$ cat config.mk
export PLATFORM = sky130hd
export DESIGN_NAME = pipe_stall_ctrl
export DESIGN_NICKNAME = d
export VERILOG_FILES = /design/src/rtl/pipe_ctrl_pkg.sv /design/src/rtl/pipe_wait_wdog.sv /design/src/rtl/pipe_stall_ctrl.sv
export SDC_FILE = /design/constraint.sdc
export NUM_CORES = 1
export LEC_CHECK = 0
export ABC_AREA = 1
export ABC_CLOCK_PERIOD_IN_PS = 1600
export BUFFER_PORTS_ARGS = -buffer_cell sky130_fd_sc_hd__buf_2
export CAP_MARGIN = 15
export CELL_PAD_IN_SITES_DETAIL_PLACEMENT = 2
export CELL_PAD_IN_SITES_GLOBAL_PLACEMENT = 2
export CORE_ASPECT_RATIO = 0.5
export CORE_UTILIZATION = 25
export CTS_CLUSTER_DIAMETER = 150
export CTS_CLUSTER_SIZE = 24
export DETAILED_ROUTE_END_ITERATION = 12
export PLACE_DENSITY = 0.84
export SLEW_MARGIN = 20
export SYNTH_ARGS = -nofsm -noshare
export SYNTH_HDL_FRONTEND = slang
export SYNTH_SLANG_ARGS = --single-unit
export TNS_END_PERCENT = 20
$ cat constraint.sdc
create_clock -name clk_i -period 1.6 [get_ports clk_i]
set_clock_uncertainty 0.2 [all_clocks]
set_input_delay 0.16 -clock clk_i [delete_from_list [all_inputs] [get_ports clk_i]]
set_output_delay 0.16 -clock clk_i [all_outputs]
set_load 0.02 [all_outputs]
$ cat src/rtl/pipe_ctrl_pkg.sv
// Shared definitions for the pipeline stall/flush sequencer: state encoding,
// default watchdog limit and the per-stage control bundle with its RUN decode.
package pipe_ctrl_pkg;

  localparam int WAIT_MAX_DEF = 64;

  typedef enum logic [1:0] {
    ST_IDLE     = 2'd0,
    ST_RUN      = 2'd1,
    ST_MEM_WAIT = 2'd2,
    ST_HALT     = 2'd3
  } state_e;

  typedef struct packed {
    logic pc_we;
    logic if_id_we;
    logic if_id_flush;
    logic id_ex_bubble;
    logic ex_mem_we;
    logic mem_wb_we;
    logic mem_wb_bubble;
  } ctrl_t;

  // Load-use wins over a taken branch: the branch resolved on stale operands.
  function automatic ctrl_t run_decode(input logic load_use, input logic branch_taken);
    ctrl_t c;
    c = '0;
    c.ex_mem_we = 1'b1;
    c.mem_wb_we = 1'b1;
    if (load_use) begin
      c.id_ex_bubble = 1'b1;
    end else begin
      c.pc_we       = 1'b1;
      c.if_id_we    = 1'b1;
      c.if_id_flush = branch_taken;
    end
    return c;
  endfunction

endpackage

$ cat src/rtl/pipe_wait_wdog.sv
// Memory-wait watchdog: counts consecutive wait cycles and latches a sticky
// error once the count reaches WAIT_MAX. clr together with inc loads 1.
module pipe_wait_wdog
  import pipe_ctrl_pkg::*;
#(
  parameter int WAIT_MAX = WAIT_MAX_DEF,
  parameter int CNT_W    = 8
) (
  input  logic clk_i,
  input  logic rst_i,
  input  logic clr_i,
  input  logic inc_i,
  output logic trip_o,
  output logic err_o
);

  localparam logic [CNT_W-1:0] LIMIT = CNT_W'(WAIT_MAX);

  logic [CNT_W-1:0] cnt_q, cnt_d;
  logic             err_q, err_d;
  logic [CNT_W-1:0] cnt_inc;

  assign cnt_inc = cnt_q + 1'b1;
  assign trip_o  = inc_i & ~clr_i & (cnt_inc >= LIMIT);
  assign err_o   = err_q;

  always_comb begin
    cnt_d = cnt_q;
    err_d = err_q | trip_o;
    if (clr_i) begin
      cnt_d = {{(CNT_W-1){1'b0}}, inc_i};
    end else if (inc_i) begin
      cnt_d = cnt_inc;
    end
  end

  always_ff @(posedge clk_i) begin
    if (rst_i) begin
      cnt_q <= '0;
      err_q <= 1'b0;
    end else begin
      cnt_q <= cnt_d;
      err_q <= err_d;
    end
  end

endmodule

$ cat src/rtl/pipe_stall_ctrl.sv
// Central stall/flush sequencer for the 5-stage pipeline. Optional performance
// counters (stall_cnt_o, flush_cnt_o) are built when PIPE_STALL_PERF_EN is defined.
module pipe_stall_ctrl
  import pipe_ctrl_pkg::*;
#(
  parameter int WAIT_MAX = WAIT_MAX_DEF,
  parameter int CNT_W    = 8
) (
  input  logic clk_i,
  input  logic rst_i,
  input  logic start_i,
  input  logic load_use_i,
  input  logic branch_taken_i,
  input  logic dmem_req_i,
  input  logic dmem_ack_i,
  output logic pc_we_o,
  output logic if_id_we_o,
  output logic if_id_flush_o,
  output logic id_ex_bubble_o,
  output logic ex_mem_we_o,
  output logic mem_wb_we_o,
  output logic mem_wb_bubble_o,
  output logic wd_err_o
`ifdef PIPE_STALL_PERF_EN
  ,
  output logic [31:0] stall_cnt_o,
  output logic [31:0] flush_cnt_o
`endif
);

  state_e state_q, state_d;
  ctrl_t  ctrl;
  logic   mem_stall;
  logic   wd_clr, wd_inc, wd_trip, wd_err;

  assign mem_stall = dmem_req_i & ~dmem_ack_i;

  // In MEM_WAIT the pending request is implied, so only the ack matters.
  assign wd_inc = ((state_q == ST_RUN) & mem_stall) | ((state_q == ST_MEM_WAIT) & ~dmem_ack_i);
  assign wd_clr = ((state_q == ST_RUN) & mem_stall) | ((state_q == ST_MEM_WAIT) & dmem_ack_i);

  pipe_wait_wdog #(
    .WAIT_MAX (WAIT_MAX),
    .CNT_W    (CNT_W)
  ) u_wdog (
    .clk_i  (clk_i),
    .rst_i  (rst_i),
    .clr_i  (wd_clr),
    .inc_i  (wd_inc),
    .trip_o (wd_trip),
    .err_o  (wd_err)
  );

  always_comb begin
    state_d = state_q;
    ctrl    = '0;
    case (state_q)
      ST_IDLE: begin
        if (start_i) state_d = ST_RUN;
      end
      ST_RUN: begin
        if (mem_stall) begin
          ctrl.mem_wb_bubble = 1'b1;
          state_d            = ST_MEM_WAIT;
        end else begin
          ctrl    = run_decode(load_use_i, branch_taken_i);
          state_d = start_i ? ST_RUN : ST_IDLE;
        end
      end
      ST_MEM_WAIT: begin
        if (!dmem_ack_i) begin
          ctrl.mem_wb_bubble = 1'b1;
          if (wd_trip) state_d = ST_HALT;
        end else begin
          ctrl    = run_decode(load_use_i, branch_taken_i);
          state_d = start_i ? ST_RUN : ST_IDLE;
        end
      end
      ST_HALT: begin
        state_d = ST_HALT;
      end
      default: begin
        state_d = ST_IDLE;
      end
    endcase
    if (rst_i) begin
      ctrl    = '0;
      state_d = ST_IDLE;
    end
  end

  always_ff @(posedge clk_i) begin
    if (rst_i) begin
      state_q <= ST_IDLE;
    end else begin
      state_q <= state_d;
    end
  end

  assign pc_we_o         = ctrl.pc_we;
  assign if_id_we_o      = ctrl.if_id_we;
  assign if_id_flush_o   = ctrl.if_id_flush;
  assign id_ex_bubble_o  = ctrl.id_ex_bubble;
  assign ex_mem_we_o     = ctrl.ex_mem_we;
  assign mem_wb_we_o     = ctrl.mem_wb_we;
  assign mem_wb_bubble_o = ctrl.mem_wb_bubble;
  assign wd_err_o        = wd_err & ~rst_i;

`ifdef PIPE_STALL_PERF_EN
  logic [31:0] stall_cnt_q, stall_cnt_d;
  logic [31:0] flush_cnt_q, flush_cnt_d;
  logic        stall_cyc;

  // A stall cycle is any active-pipeline cycle in which the PC is held.
  assign stall_cyc = ((state_q == ST_RUN) | (state_q == ST_MEM_WAIT)) & ~ctrl.pc_we;

  always_comb begin
    stall_cnt_d = stall_cnt_q + {31'd0, stall_cyc};
    flush_cnt_d = flush_cnt_q + {31'd0, ctrl.if_id_flush};
  end

  always_ff @(posedge clk_i) begin
    if (rst_i) begin
      stall_cnt_q <= '0;
      flush_cnt_q <= '0;
    end else begin
      stall_cnt_q <= stall_cnt_d;
      flush_cnt_q <= flush_cnt_d;
    end
  end

  assign stall_cnt_o = stall_cnt_q;
  assign flush_cnt_o = flush_cnt_q;
`endif

endmodule

==> results of run 1 <==
cell usage after synthesis (2+ instances only):
cell | count | area share, %
o21ai_0 | 3 | 2.0
and3_1 | 2 | 1.7
nor3_1 | 3 | 2.0
nand2_1 | 26 | 13
dfxtp_1 | 11 | 30
xor2_1 | 2 | 2.4
ha_1 | 6 | 10
o211ai_1 | 2 | 2.0
nor2_1 | 17 | 8.6
buf_4 | 2 | 2.0
inv_2 | 2 | 1.0
nand2_2 | 2 | 1.7
nor2_2 | 2 | 1.7
inv_1 | 18 | 9.2
a21oi_1 | 4 | 2.7
nand3_1 | 4 | 2.7
sequential cells by signal (all words and copies together), names as in the netlist:
name and cells:
u_wdog.cnt_q 8, state_q 2, u_wdog.err_o 1
stage by stage:
stage	util, %	instance area (um2)	hold WS [ns]
2_1_floorplan	-	779	0.0291
3_3_place_gp	37.8	1020	0.224
3_5_place_dp	37.8	1020	0.266
4_1_cts	44.4	1200	0.143
5_1_grt	49.1	1330	0.234
6_report	49.1	1330	0.221
worst reg2reg max path, cell delays in order, from the launching register on:
cell and delay (ns):
dfxtp_4 0.36, buf_4 0.12, inv_1 0.06, nor2_2 0.16
nand2_1 0.11, nand2_1 0.09, nand2_2 0.07, nand2_1 0.12
nand2_2 0.09, nand2_2 0.10, nand2_4 0.07, nand2_1 0.06
nand2_1 0.06, nor2_2 0.11
metal layers:
metal	up-vias	part of all wire [%]	GRT usage [%]
li1	419	-	-
met1	441	45	27.7
met2	24	49	47.4
met3	8	4.1	6.59
met4	0	1.9	11.4
met5	-	0	0
worst paths after layout:
check / slack (ns) / cells past startpoint / to / startpoint
max: -0.44 / 7 / if_id_we_o / state_q[0]$_SDFFE_PP0P_
max reg2reg: -0.26 / 13 / state_q[0]$_SDFFE_PP0P_ / u_wdog.cnt_q[0]$_SDFFE_PP0P_
min: 0.22 / 4 / state_q[1]$_SDFFE_PP0P_ / rst_i
min reg2reg: 0.34 / 2 / u_wdog.cnt_q[1]$_SDFFE_PP0P_ / u_wdog.cnt_q[1]$_SDFFE_PP0P_
cell type report:
type | count | area, um2
Fill cell | 302 | 1370
Multi-Input combinational cell | 78 | 603
Timing Repair Buffer | 39 | 312
Sequential cell | 11 | 236
Inverter | 20 | 82.6
Tap cell | 37 | 46.3
Clock buffer | 3 | 41.3
Clock inverter | 1 | 5.00
report_power, final:
part           internal [mW]  switching [mW]  total (mW)
Combinational          0.290           0.400       0.690
Sequential             0.310          0.0482       0.358
Clock                  0.172           0.129       0.301
timing repair:
action	in CTS	in global routing
pin swaps	7	16
endpoints found under the setup margin	18	18
buffers inserted	3	2
hold endpoints to repair	1	0
hold buffers	1	0
resized for setup	29	32
kinds of logic (layout without fill, tap and decap cells):
logic type	count (synthesis)	in the layout	synth area share (%)
adder cells (fa/ha/maj)	6	6	10.2
buffers and inverters	22	63	12.2
XOR/XNOR	2	2	2.37
AND/OR/NAND/NOR	59	59	36.1
flip-flops	11	11	29.8
AO/OA/AOI/OAI	11	11	9.32
==> qor.csv, run 1 <==
metric;value;unit
outcome;finished with violations;
failing checks;negative setup slack;
final wirelength;4310;um
die span in x;78.9;um
pre-CTS WS;-0.183;ns
CP Cell Sequence;inv_6 > ha_4 > inv_2 > nor3_4 > inv_2 > nor2_4 > buf_6;
Final WS setup;-0.436;ns
critical setup path kind;reg -> out;
critical path launch point type;register;
Pwr Density;1020;nW/um2
final net count;166;
final hold violations;0;
initial antenna violation count;0;
dpl cells;179;
Post-route DRC;0;
Leak;0.598;nW
asr flop ratio synth;0;%
H-tree levels;1;
Synth Instances;111;
fin cells;189;
Num Clock Sinks;11;
headroom to the max-slew limit;78.5;%
Inserted Clock Buffers;3;
Ports;15;
clk root buf;clkbuf_8;
yosys warns;0;
WP data arrival;1.68;ns
worst vdd ir;0.000567;V
Total Routing Usage GR;24.9;%
DR vias;892;
Vias/cell;4.72;
most common cell after layout, fill and taps aside;buf_4;
post-synthesis cell area;738;um2
Post-DRT Antenna Nets;0;
number of diodes;0;
Die ar.;3190;um2
Post-synth top flop;dfxtp_1;
port bufs;14;
DRC violation total after the first TritonRoute iteration;22;
sequential area share after synthesis;29.8;%
cell family with most CP delay;simple AND/OR/NAND/NOR gates;
Tcrit/Tclk final;127;%
Max Cap Viol;0;
RSZ-0062 raised after global routing;true;
syn nets;124;
Distinct cells, synth;21;
largest net degree at the start of global routing;8;
Data required, critical path;1.24;ns
most frequent CP cell;inv_2;
Worst-Margin Slew;0.319;ns
Setup TNS;-4.12;ns
flops & latches, synth;11;
row count;13;
crit path max fanout;4;
Hold Path Class;in -> reg;
Die Y-Extent;40.4;um
Initial Utilization;27.3;%
fmax;0.491;GHz
Final min period;2.04;ns
Core Area;2700;um2
Skew-Pair Late Insertion Delay;0.25;ns
slowest stage delay, CP;0.40;ns
Worst Path Buf+Inv;4;
vias in the first global route;995;
share of layout cells above drive strength 1;60.5;%
number of synthesized flops with an enable pin;0;
first-pass GRT wire length;5380;um
WL per Instance;22.8;um
CP max stage cell;dfxtp_4;
Post-DP HPWL;2220;um
clk slew on worst S/H paths;0.06;ns
CTS tree;done;
Clock Tree Buf Depth;2;
Mean Syn Cell Area;6.65;um2
most frequent cells in the layout;buf_4 (22), nand2_1 (19), inv_1 (12);
drt pass-1 iters;4;
fin. max-slew vios;0;
GP Congestion;0.731;
grt ovf;0;
Worst setup EP type;primary output;
Tot Pwr;1.35;mW
Setup Viol. Count Final;18;
Synth-to-Final Area Change;79.7;%
No activity file was read; power rests on OpenSTA's default activity.
==> inputs of run 2 (changes only) <==
ABC_CLOCK_PERIOD_IN_PS = 2490   (was 1600)
CORE_ASPECT_RATIO = default   (was 0.5)
CORE_UTILIZATION = 30   (was 25)
PLACE_DENSITY = 0.93   (was 0.84)
clock period = 2.49 ns   (was 1.6 ns; I/O delays follow)
==> run 2 against run 1 <==
The run now ends clean. Non-clock buffer count down 23. Power down 58%. Global-route usage down 4.7 points. Core utilization down 11 points. Wire length down 46%. Worst hold slack worse by 0.20 ns.
==> qor.csv, run 2 (synthesized netlist as in run 1, its figures left out) <==
metric;value;unit;change
Die ar.;2660;um2;was 3190 um2
headroom to the max-slew limit;82.8;%;was 78.5%
Post-DRT Antenna Nets;0;;unchanged
Tot Pwr;0.561;mW;was 1.35 mW
GP Congestion;0.711;;was 0.731
final net count;143;;was 166
vias in the first global route;845;;was 995
clk root buf;clkbuf_4;;was clkbuf_8
pre-CTS WS;0.452;ns;was -0.183 ns
die span in x;51.6;um;was 78.9 um
DRC violation total after the first TritonRoute iteration;7;;was 22
WL per Instance;14.8;um;was 22.8 um
post-layout instance area;872;um2;was 1330 um2
r2r setup slk;0.56;ns;was -0.26 ns
fin. max-slew vios;0;;unchanged
most frequent cells in the layout;nand2_1 (26), inv_1 (17), nor2_1 (17);;was buf_4 (22), nand2_1 (19), inv_1 (12)
Post-DP HPWL;1990;um;was 2220 um
clk slew on worst S/H paths;0.08;ns;was 0.06 ns
Hold Path Class;in -> reg;;unchanged
Total Routing Usage GR;20.2;%;was 24.9%
largest net degree at the start of global routing;10;;was 8
WP data arrival;1.87;ns;was 1.68 ns
dpl cells;151;;was 179
Worst setup EP type;primary output;;unchanged
Inserted Clock Buffers;3;;unchanged
Max Cap Viol;0;;unchanged
share of layout cells above drive strength 1;24.0;%;was 60.5%
most common cell after layout, fill and taps aside;nand2_1;;was buf_4
fmax;0.431;GHz;
Post-route DRC;0;;unchanged
Die Y-Extent;51.6;um;was 40.4 um
Core Area;2280;um2;was 2700 um2
grt ovf;0;;unchanged
Ports;15;;unchanged
Initial Utilization;32.4;%;was 27.3%
Hold Buf Count CTS;0;;was 1
number of diodes;0;;unchanged
Clock Tree Buf Depth;2;;unchanged
H-tree levels;1;;unchanged
Leak;0.441;nW;was 0.598 nW
CTS tree;done;;unchanged
Data required, critical path;2.04;ns;was 1.24 ns
Pwr Density;643;nW/um2;was 1020 nW/um2
final hold violations;0;;unchanged
row count;17;;was 13
Synth-to-Final Area Change;18.1;%;was 79.7%
Largest register FFs;8;;unchanged
fin cells;157;;was 189
Num Clock Sinks;11;;unchanged
final wirelength;2320;um;was 4310 um
Tcrit/Tclk final;93.2;%;
Worst-Margin Slew;0.256;ns;was 0.319 ns
worst vdd ir;0.000298;V;was 0.000567 V
first-pass GRT wire length;3840;um;was 5380 um
port bufs;14;;unchanged
Cell Area, Placed;828;um2;was 1020 um2
Setup Viol. Count Final;0;;was 18
DR vias;767;;was 892
Final min period;2.32;ns;
Largest Register;u_wdog.cnt_q;;unchanged
outcome;complete, no violations;;was finished with violations
Setup TNS;0;ns;was -4.12 ns
Finished Core Util;38.3;%;was 49.1%
initial antenna violation count;0;;unchanged
Vias/cell;4.89;;was 4.72
critical path launch point type;register;;unchanged
crit path max fanout;9;;was 4
final hold slack;0.0201;ns;was 0.221 ns
drt pass-1 iters;4;;unchanged
RSZ-0062 raised after global routing;false;;was true
critical setup path kind;reg -> out;;unchanged
Skew-Pair Late Insertion Delay;0.28;ns;was 0.25 ns
Final WS setup;0.170;ns;was -0.436 ns
## run 2: critical path: stages (launching register included)
cell and delay [ns]:
dfxtp_1 0.34, inv_1 0.15, ha_1 0.29, inv_2 0.07, nor2_4 0.13, inv_2 0.09
nand2_4 0.12, inv_1 0.09, nor3_1 0.13, buf_2 0.19
## run 2: power by group
| group | internal, mW | switching [mW] | leakage, nW | total (mW) |
|---|---|---|---|---|
| clock | 0.0621 | 0.0660 | 0.0150 | 0.128 |
| sequential | 0.194 | 0.0195 | 0.0894 | 0.213 |
| combinational | 0.0737 | 0.146 | 0.336 | 0.220 |
## run 2: layout make-up
type                            instances  area, um2
Fill cell                             291       1400
Sequential cell                        11        220
Multi-Input combinational cell         78        430
Tap cell                               28       35.0
Timing Repair Buffer                   16       85.1
Clock buffer                            4       26.3
Inverter                               20       75.1
## run 2: metal layers
| layer | vias to the layer above | share of wire (%) | GRT usage (%) | wire length [um] |
|---|---|---|---|---|
| li1 | 375 | - | - | - |
| met1 | 363 | 41 | 21.8 | 941 |
| met2 | 23 | 54 | 39.0 | 1250 |
| met3 | 6 | 3.4 | 1.75 | 79 |
| met4 | 0 | 2.4 | 9.46 | 55 |
| met5 | - | 0 | 0 | 0 |
## run 2: final timing paths
check                           from                           end  depth (start not counted)
max          state_q[0]$_SDFFE_PP0P_               mem_wb_bubble_o                          9
min                            rst_i       u_wdog.err_o$_SDFF_PP0_                          2
max reg2reg  state_q[0]$_SDFFE_PP0P_  u_wdog.cnt_q[4]$_SDFFE_PP0P_                         10
min reg2reg  u_wdog.err_o$_SDFF_PP0_       u_wdog.err_o$_SDFF_PP0_                          2
## run 2: timing repair
item | CTS | global route
gates resized for setup | 0 | 2
setup buffers | 0 | 2
endpoints found under the setup margin | 0 | 3
